<file path="config.mk">
export PLATFORM = sky130hd
export DESIGN_NAME = decode_stage_hz
export DESIGN_NICKNAME = d
export VERILOG_FILES = /design/src/rtl/decode_stage_hz.sv
export SDC_FILE = /design/constraint.sdc
export NUM_CORES = 2
export LEC_CHECK = 0
export CORE_UTILIZATION = 45
export DETAILED_ROUTE_END_ITERATION = 8
export HOLD_SLACK_MARGIN = 0.1
export SLEW_MARGIN = 40
export SYNTH_ARGS = -nofsm -noshare
export SYNTH_HDL_FRONTEND = slang
export SYNTH_SLANG_ARGS = --single-unit
</file>
<file path="constraint.sdc">
create_clock -name clk -period 46.3 [get_ports clk]
set_input_delay 9.26 -clock clk [delete_from_list [all_inputs] [get_ports clk]]
set_output_delay 9.26 -clock clk [all_outputs]
set_load 0.01 [all_outputs]
</file>
<file path="src/rtl/decode_stage_hz.sv">
// decode_stage_hz: MIPS instruction-decode stage with hazard detection.
//
// Purpose:
//   Register file with writeback port, main control decode, sign extension
//   and the ID/EX pipeline register. A load-use hazard raises the
//   combinational stall output and loads a control bubble into ID/EX. The
//   flush input (taken branch) also loads a bubble.
//
// Build option:
//   DECODE_BYPASS_EN - when defined, a writeback to a register being read in
//                      the same cycle is forwarded straight to the read port.
//
// Ports:
//   clk, rst                    clock, asynchronous active-high reset
//   wb_reg_write                writeback enable
//   wb_write_reg_location       writeback register index
//   mem_wb_write_data           writeback data
//   if_id_instr, if_id_npc      instruction and next PC from IF/ID
//   flush                       squash the instruction being decoded
//   id_ex_wb                    {RegWrite, MemToReg}
//   id_ex_mem                   {Branch, MemRead, MemWrite}
//   id_ex_execute               {RegDst, ALUOp[1:0], ALUSrc}
//   id_ex_npc, id_ex_readdat1,
//   id_ex_readdat2,
//   id_ex_sign_ext              registered datapath values
//   id_ex_instr_bits_20_16/15_11 registered rt / rd
//   stall                       hold PC and IF/ID when high

module decode_stage_hz #(
   parameter int unsigned DATA_W   = 32,
   parameter int unsigned RF_DEPTH = 32
) (
   input  logic              clk,
   input  logic              rst,
   input  logic              wb_reg_write,
   input  logic [4:0]        wb_write_reg_location,
   input  logic [DATA_W-1:0] mem_wb_write_data,
   input  logic [31:0]       if_id_instr,
   input  logic [DATA_W-1:0] if_id_npc,
   input  logic              flush,
   output logic [1:0]        id_ex_wb,
   output logic [2:0]        id_ex_mem,
   output logic [3:0]        id_ex_execute,
   output logic [DATA_W-1:0] id_ex_npc,
   output logic [DATA_W-1:0] id_ex_readdat1,
   output logic [DATA_W-1:0] id_ex_readdat2,
   output logic [DATA_W-1:0] id_ex_sign_ext,
   output logic [4:0]        id_ex_instr_bits_20_16,
   output logic [4:0]        id_ex_instr_bits_15_11,
   output logic              stall
);

   localparam logic [5:0] OpRtype = 6'h00;
   localparam logic [5:0] OpLw    = 6'h23;
   localparam logic [5:0] OpSw    = 6'h2B;
   localparam logic [5:0] OpBeq   = 6'h04;

   logic [5:0] opcode;
   logic [4:0] rs, rt, rd;

   assign opcode = if_id_instr[31:26];
   assign rs     = if_id_instr[25:21];
   assign rt     = if_id_instr[20:16];
   assign rd     = if_id_instr[15:11];

   // Register 0 is hard-wired to zero, so storage starts at index 1.
   logic [DATA_W-1:0] rf_q [1:RF_DEPTH-1];
   logic [DATA_W-1:0] rf_d [1:RF_DEPTH-1];

   logic [1:0]        id_ex_wb_q, id_ex_wb_d;
   logic [2:0]        id_ex_mem_q, id_ex_mem_d;
   logic [3:0]        id_ex_ex_q, id_ex_ex_d;
   logic [DATA_W-1:0] id_ex_npc_q, id_ex_npc_d;
   logic [DATA_W-1:0] id_ex_rd1_q, id_ex_rd1_d;
   logic [DATA_W-1:0] id_ex_rd2_q, id_ex_rd2_d;
   logic [DATA_W-1:0] id_ex_sext_q, id_ex_sext_d;
   logic [4:0]        id_ex_rt_q, id_ex_rt_d;
   logic [4:0]        id_ex_rd_q, id_ex_rd_d;

   logic [1:0]        ctl_wb;
   logic [2:0]        ctl_mem;
   logic [3:0]        ctl_ex;
   logic [DATA_W-1:0] read1, read2, sext;
   logic              wb_write_en;
   logic              bubble;

   // Writes to $0 or beyond the implemented depth are dropped.
   assign wb_write_en = wb_reg_write && (wb_write_reg_location != 5'd0) &&
                        (32'(wb_write_reg_location) < RF_DEPTH);

   // Main control decode.
   always_comb begin
      ctl_wb  = 2'b00;
      ctl_mem = 3'b000;
      ctl_ex  = 4'b0000;
      case (opcode)
         OpRtype: begin
            ctl_wb = 2'b10; ctl_mem = 3'b000; ctl_ex = 4'b1100;
         end
         OpLw: begin
            ctl_wb = 2'b11; ctl_mem = 3'b010; ctl_ex = 4'b0001;
         end
         OpSw: begin
            ctl_wb = 2'b00; ctl_mem = 3'b001; ctl_ex = 4'b0001;
         end
         OpBeq: begin
            ctl_wb = 2'b00; ctl_mem = 3'b100; ctl_ex = 4'b0010;
         end
         default: begin
            ctl_wb = 2'b00; ctl_mem = 3'b000; ctl_ex = 4'b0000;
         end
      endcase
   end

   assign sext = DATA_W'($signed(if_id_instr[15:0]));

   // Read ports: unmatched indices ($0 and out-of-range) fall through to 0.
   always_comb begin
      read1 = '0;
      read2 = '0;
      for (int i = 1; i < int'(RF_DEPTH); i++) begin
         if (rs == 5'(i)) read1 = rf_q[i];
         if (rt == 5'(i)) read2 = rf_q[i];
      end
`ifdef DECODE_BYPASS_EN
      // wb_write_en already excludes $0 and out-of-range targets.
      if (wb_write_en && (wb_write_reg_location == rs)) read1 = mem_wb_write_data;
      if (wb_write_en && (wb_write_reg_location == rt)) read2 = mem_wb_write_data;
`endif
   end

   always_comb begin
      for (int i = 1; i < int'(RF_DEPTH); i++) begin
         rf_d[i] = rf_q[i];
         if (wb_write_en && (wb_write_reg_location == 5'(i))) rf_d[i] = mem_wb_write_data;
      end
   end

   // Load-use: the load in ID/EX targets a register this instruction reads.
   assign stall = id_ex_mem_q[1] && (id_ex_rt_q != 5'd0) &&
                  ((id_ex_rt_q == rs) || (id_ex_rt_q == rt));

   assign bubble = stall || flush;

   // Bubbles zero only the control fields; the datapath still loads.
   always_comb begin
      id_ex_wb_d   = bubble ? 2'b00  : ctl_wb;
      id_ex_mem_d  = bubble ? 3'b000 : ctl_mem;
      id_ex_ex_d   = bubble ? 4'b0000 : ctl_ex;
      id_ex_npc_d  = if_id_npc;
      id_ex_rd1_d  = read1;
      id_ex_rd2_d  = read2;
      id_ex_sext_d = sext;
      id_ex_rt_d   = rt;
      id_ex_rd_d   = rd;
   end

   always_ff @(posedge clk or posedge rst) begin
      if (rst) begin
         for (int i = 1; i < int'(RF_DEPTH); i++) rf_q[i] <= '0;
         id_ex_wb_q   <= '0;
         id_ex_mem_q  <= '0;
         id_ex_ex_q   <= '0;
         id_ex_npc_q  <= '0;
         id_ex_rd1_q  <= '0;
         id_ex_rd2_q  <= '0;
         id_ex_sext_q <= '0;
         id_ex_rt_q   <= '0;
         id_ex_rd_q   <= '0;
      end else begin
         for (int i = 1; i < int'(RF_DEPTH); i++) rf_q[i] <= rf_d[i];
         id_ex_wb_q   <= id_ex_wb_d;
         id_ex_mem_q  <= id_ex_mem_d;
         id_ex_ex_q   <= id_ex_ex_d;
         id_ex_npc_q  <= id_ex_npc_d;
         id_ex_rd1_q  <= id_ex_rd1_d;
         id_ex_rd2_q  <= id_ex_rd2_d;
         id_ex_sext_q <= id_ex_sext_d;
         id_ex_rt_q   <= id_ex_rt_d;
         id_ex_rd_q   <= id_ex_rd_d;
      end
   end

   assign id_ex_wb               = id_ex_wb_q;
   assign id_ex_mem              = id_ex_mem_q;
   assign id_ex_execute          = id_ex_ex_q;
   assign id_ex_npc              = id_ex_npc_q;
   assign id_ex_readdat1         = id_ex_rd1_q;
   assign id_ex_readdat2         = id_ex_rd2_q;
   assign id_ex_sign_ext         = id_ex_sext_q;
   assign id_ex_instr_bits_20_16 = id_ex_rt_q;
   assign id_ex_instr_bits_15_11 = id_ex_rd_q;

endmodule

</file>
==> impl_metrics.yaml <==
global_routing:
  grt_pass1_vias: 50700
  antenna_found_initial: 37
  grt_pass1_wl_um: 419000
  grt_usage_pct: 45.4
  grt_max_degree: 144
  overflow: 0
setup_path:
  worstSetupStartpointType: "primary input"
  crit_cells: 7
  crit_family: "buffers and inverters"
  cp.required_ns: 37.04
  cp_max_fo: 35
  crit_start: "if_id_instr[25]"
  cp_slowest_cell: "clkdlybuf4s50_1"
  worst_path_largest_cell_delay_ns: 0.57
  cp_data_arrival_time_ns: 11.12
  path_cells: "buf_2 -> buf_4 -> xor2_1 -> nor3_1 -> nand3_1 -> a21oi_1 -> clkdlybuf4s50_1"
  r2r-end: "id_ex_readdat2[15]"
  reg2reg_from: "rf_q[943]"
  criticalPathCategory: "primary input to output pin"
  reg2reg_slack_ns: 43.24
  crit_path_end_kind: "output pin"
  path_buf_inv: 3
  crit_end: "stall"
  reg2reg_depth: 7
placement:
  dp_hpwl_um: 206000
  dp.cells: 7118
  place_congestion: 1.09
  io_buffers: 252
  place_ws_ns: 25.93
pwr:
  pwr_density_cell_mw_per_mm2: 43.0
  report.power.total_w: 0.00294
  p_leak_nw: 29.0
  irDropWorstVdd_v: 0.0000357
clock_network:
  h-tree-depth: 4
  tritoncts: "yes"
  clk_latency_ns: 0.81
  cts_max_path_buffers: 3
  cts-resized-gates: 0
  postCtsHoldBufs: 0
  clk_pin_slew_ns: 0.06
  post-cts-setup-buffers: 0
  cts.sinks: 1116
  cts_made_buffers: 132
  cts_root_buf: "clkbuf_16"
synth:
  syn-num-nets: 5506
  ys.flop_type: "dfrtp_1"
  synth-async-reset-ratio_pct: 100
  synth_cell_types: 105
  ys_seq_elements: 1116
  syn-cell-area_mm2: 0.0590
  synth_cells: 5401
  ys_warn_count: 0
  synth_edf_count: 0
  synth_area_per_cell_um2: 10.9
  yosysSeqAreaShare_pct: 47.3
die:
  die_h_um: 364
  num_rows: 132
  die_w_um: 364
  io_pins: 253
  dieArea_mm2: 0.133
  core_mm2: 0.130
  start_util_pct: 45.5
sta:
  rsz0062_at_grt: "false"
  post-route-min-period_ns: 20.38
  fmaxAchievable_mhz: 49.1
  setup-violations-final: 0
  final_max_slew_viol_count: 0
  worst_pin_slew_ns: 1.03
  fin_ws_ns: 25.92
  finalClockSkew_ns: 0.0296
  hold_viol: 0
  finalCritPeriodShare_pct: 44.0
  fin_setup_tns_ns: 0
  maxSlewHeadroom_pct: 31.1
finish:
  register_area_mm2: 0.0279
  nFillCells: 11700
  area_growth_syn_to_layout_pct: 15.8
  layout.cells.non_filler: 7385
  drive_gt1_share_pct: 30.4
  fin_nets: 5622
  multiInputGateArea_mm2: 0.0291
drt:
  route.detailed.drc: 0
  vias: 54400
  wl_per_cell_um: 41.4
  drt-initial-drc-count: 9787
  first_pass_iters: 7
  viasPerCell: 7.37
  finalWirelength_um: 306000
  drtAntennaViolNets: 0
min_path:
  min_path_cells: 1
  hp-class: "register to register"
run_status:
  status: "complete, no violations"
flow_run:
  drv_cap: 0
-- state kept, by name, summed over array words and instances (netlist names) --
signal / count
id_ex_readdat1: 32
id_ex_instr_bits_20_16: 5
id_ex_wb: 1
id_ex_npc: 32
id_ex_instr_bits_15_11: 5
rf_q: 992
id_ex_execute: 3
id_ex_readdat2: 32
id_ex_mem: 3
id_ex_sign_ext: 11
-- per-layer routing --
metal | GRT usage (%) | wire length (µm) | vias up
met1 | 55.9 | 109000 | 27200
li1 | - | - | 20600
met3 | 22.7 | 49000 | 1447
met2 | 61.0 | 121000 | 5153
met4 | 32.5 | 26700 | 28
met5 | 0.980 | 356 | -
-- placed cells by master (no fill, tap or decap), drive strengths merged, types with 16 or more instances in the layout --
cell type | synthesis | routed
a32oi | 19 | 19
clkbuf | 220 | 191
nand2 | 302 | 302
o21ai | 374 | 374
o221ai | 80 | 80
a21oi | 341 | 341
clkinv | 1 | 22
a211oi | 57 | 57
clkdlybuf4s50 | 0 | 238
inv | 23 | 29
diode | 0 | 31
a222oi | 27 | 27
o21a | 20 | 20
o211ai | 31 | 31
a31oi | 48 | 48
mux2i | 106 | 106
a221o | 23 | 23
o22a | 16 | 16
nand3 | 60 | 60
o31ai | 18 | 18
nand3b | 17 | 17
nor4 | 16 | 16
nor3 | 69 | 69
mux2 | 1031 | 1031
a221oi | 54 | 54
a22oi | 122 | 122
a22o | 31 | 31
dfrtp | 1116 | 1116
nor2b | 41 | 41
or3 | 23 | 23
a21o | 22 | 22
nand4 | 17 | 17
a2111oi | 16 | 16
buf | 296 | 259
nor2 | 321 | 321
nand2b | 25 | 25
o22ai | 171 | 171
-- area by class of cell --
class / instances / area share [%]
Clock inverter: 39 / 0.725
Multi-Input combinational cell: 3745 / 42.5
Sequential cell: 1116 / 40.9
Tap cell: 1742 / 3.19
Inverter: 24 / 0.152
Clock buffer: 190 / 5.85
Timing Repair Buffer: 498 / 6.58
Antenna cell: 31 / 0.113
-- power breakdown --
part,switching [W],total [W],internal (W)
Sequential,0.000166,0.00132,0.00116
Clock,0.000449,0.00110,0.000649
Combinational,0.000287,0.000520,0.000233
Total,0.000903,0.00294,0.00204
-- logic make-up (layout without fill, tap and decap cells) --
group / Yosys count / in the layout / synth area share, %
flip-flops: 1116 / 1116 / 47.3
AND/OR/NAND/NOR: 1002 / 1002 / 8.51
other: 0 / 31 / 0
buffers and inverters: 540 / 751 / 4.41
XOR/XNOR: 10 / 10 / 0.148
adder cells (fa/ha/maj): 1 / 1 / 0.0170
AO/OA/AOI/OAI: 1582 / 1582 / 17.7
multiplexers: 1150 / 1150 / 22.0
-- metrics by stage --
| step | hold slack (ns) | util, % | area, µm² |
|---|---|---|---|
| floorplan | 0.474 | - | 59000 |
| global placement | 0.489 | 48.8 | 63300 |
| detailed placement | 0.494 | 49.0 | 63600 |
| CTS | 0.507 | 52.4 | 68100 |
| global route | 0.522 | 52.6 | 68300 |
| finish | 0.507 | 52.7 | 68400 |
-- synth_stat cells, types with 11 or more instances --
cell type,count,share of area [%]
dfrtp_1,1116,47
mux2_2,1031,20
o21ai_0,351,3.0
a21oi_1,340,2.9
nor2_1,308,2.0
nand2_1,301,1.9
clkbuf_1,219,1.4
o22ai_1,170,1.8
buf_2,159,1.3
a22oi_1,122,1.6
mux2i_1,106,1.8
o221ai_1,80,1.2
nor3_1,61,0.52
nand3_1,60,0.51
buf_1,58,0.37
a211oi_1,57,0.72
buf_4,57,0.72
a221oi_1,53,0.79
a31oi_1,48,0.51
nor2b_1,41,0.43
a22o_1,31,0.46
o211ai_1,31,0.39
a222oi_1,27,0.46
nand2b_1,25,0.26
a221o_1,23,0.39
o21ai_1,23,0.19
or3_1,23,0.24
a21o_1,22,0.28
buf_6,22,0.42
o21a_1,20,0.25
a32oi_1,19,0.28
inv_1,18,0.11
o31ai_1,18,0.23
nand4_1,17,0.18
o22a_1,16,0.24
and3_1,15,0.16
a2111oi_0,14,0.21
nand3b_1,14,0.18
nor4_1,14,0.15
mux4_2,13,0.50
or2_2,12,0.13
o2111ai_1,11,0.16
-- how the worst min path moves through the flow --
stage | startpoint | endpoint
6_report | rf_q[848] | rf_q[848]
5_1_grt | rf_q[729] | rf_q[729]
4_1_cts | rf_q[729] | rf_q[729]
3_5_place_dp | rf_q[848] | rf_q[848]
3_3_place_gp | rf_q[494] | rf_q[494]
2_1_floorplan | rf_q[14] | id_ex_readdat1[14]
Note: power is estimated with default switching activity, not from simulation.
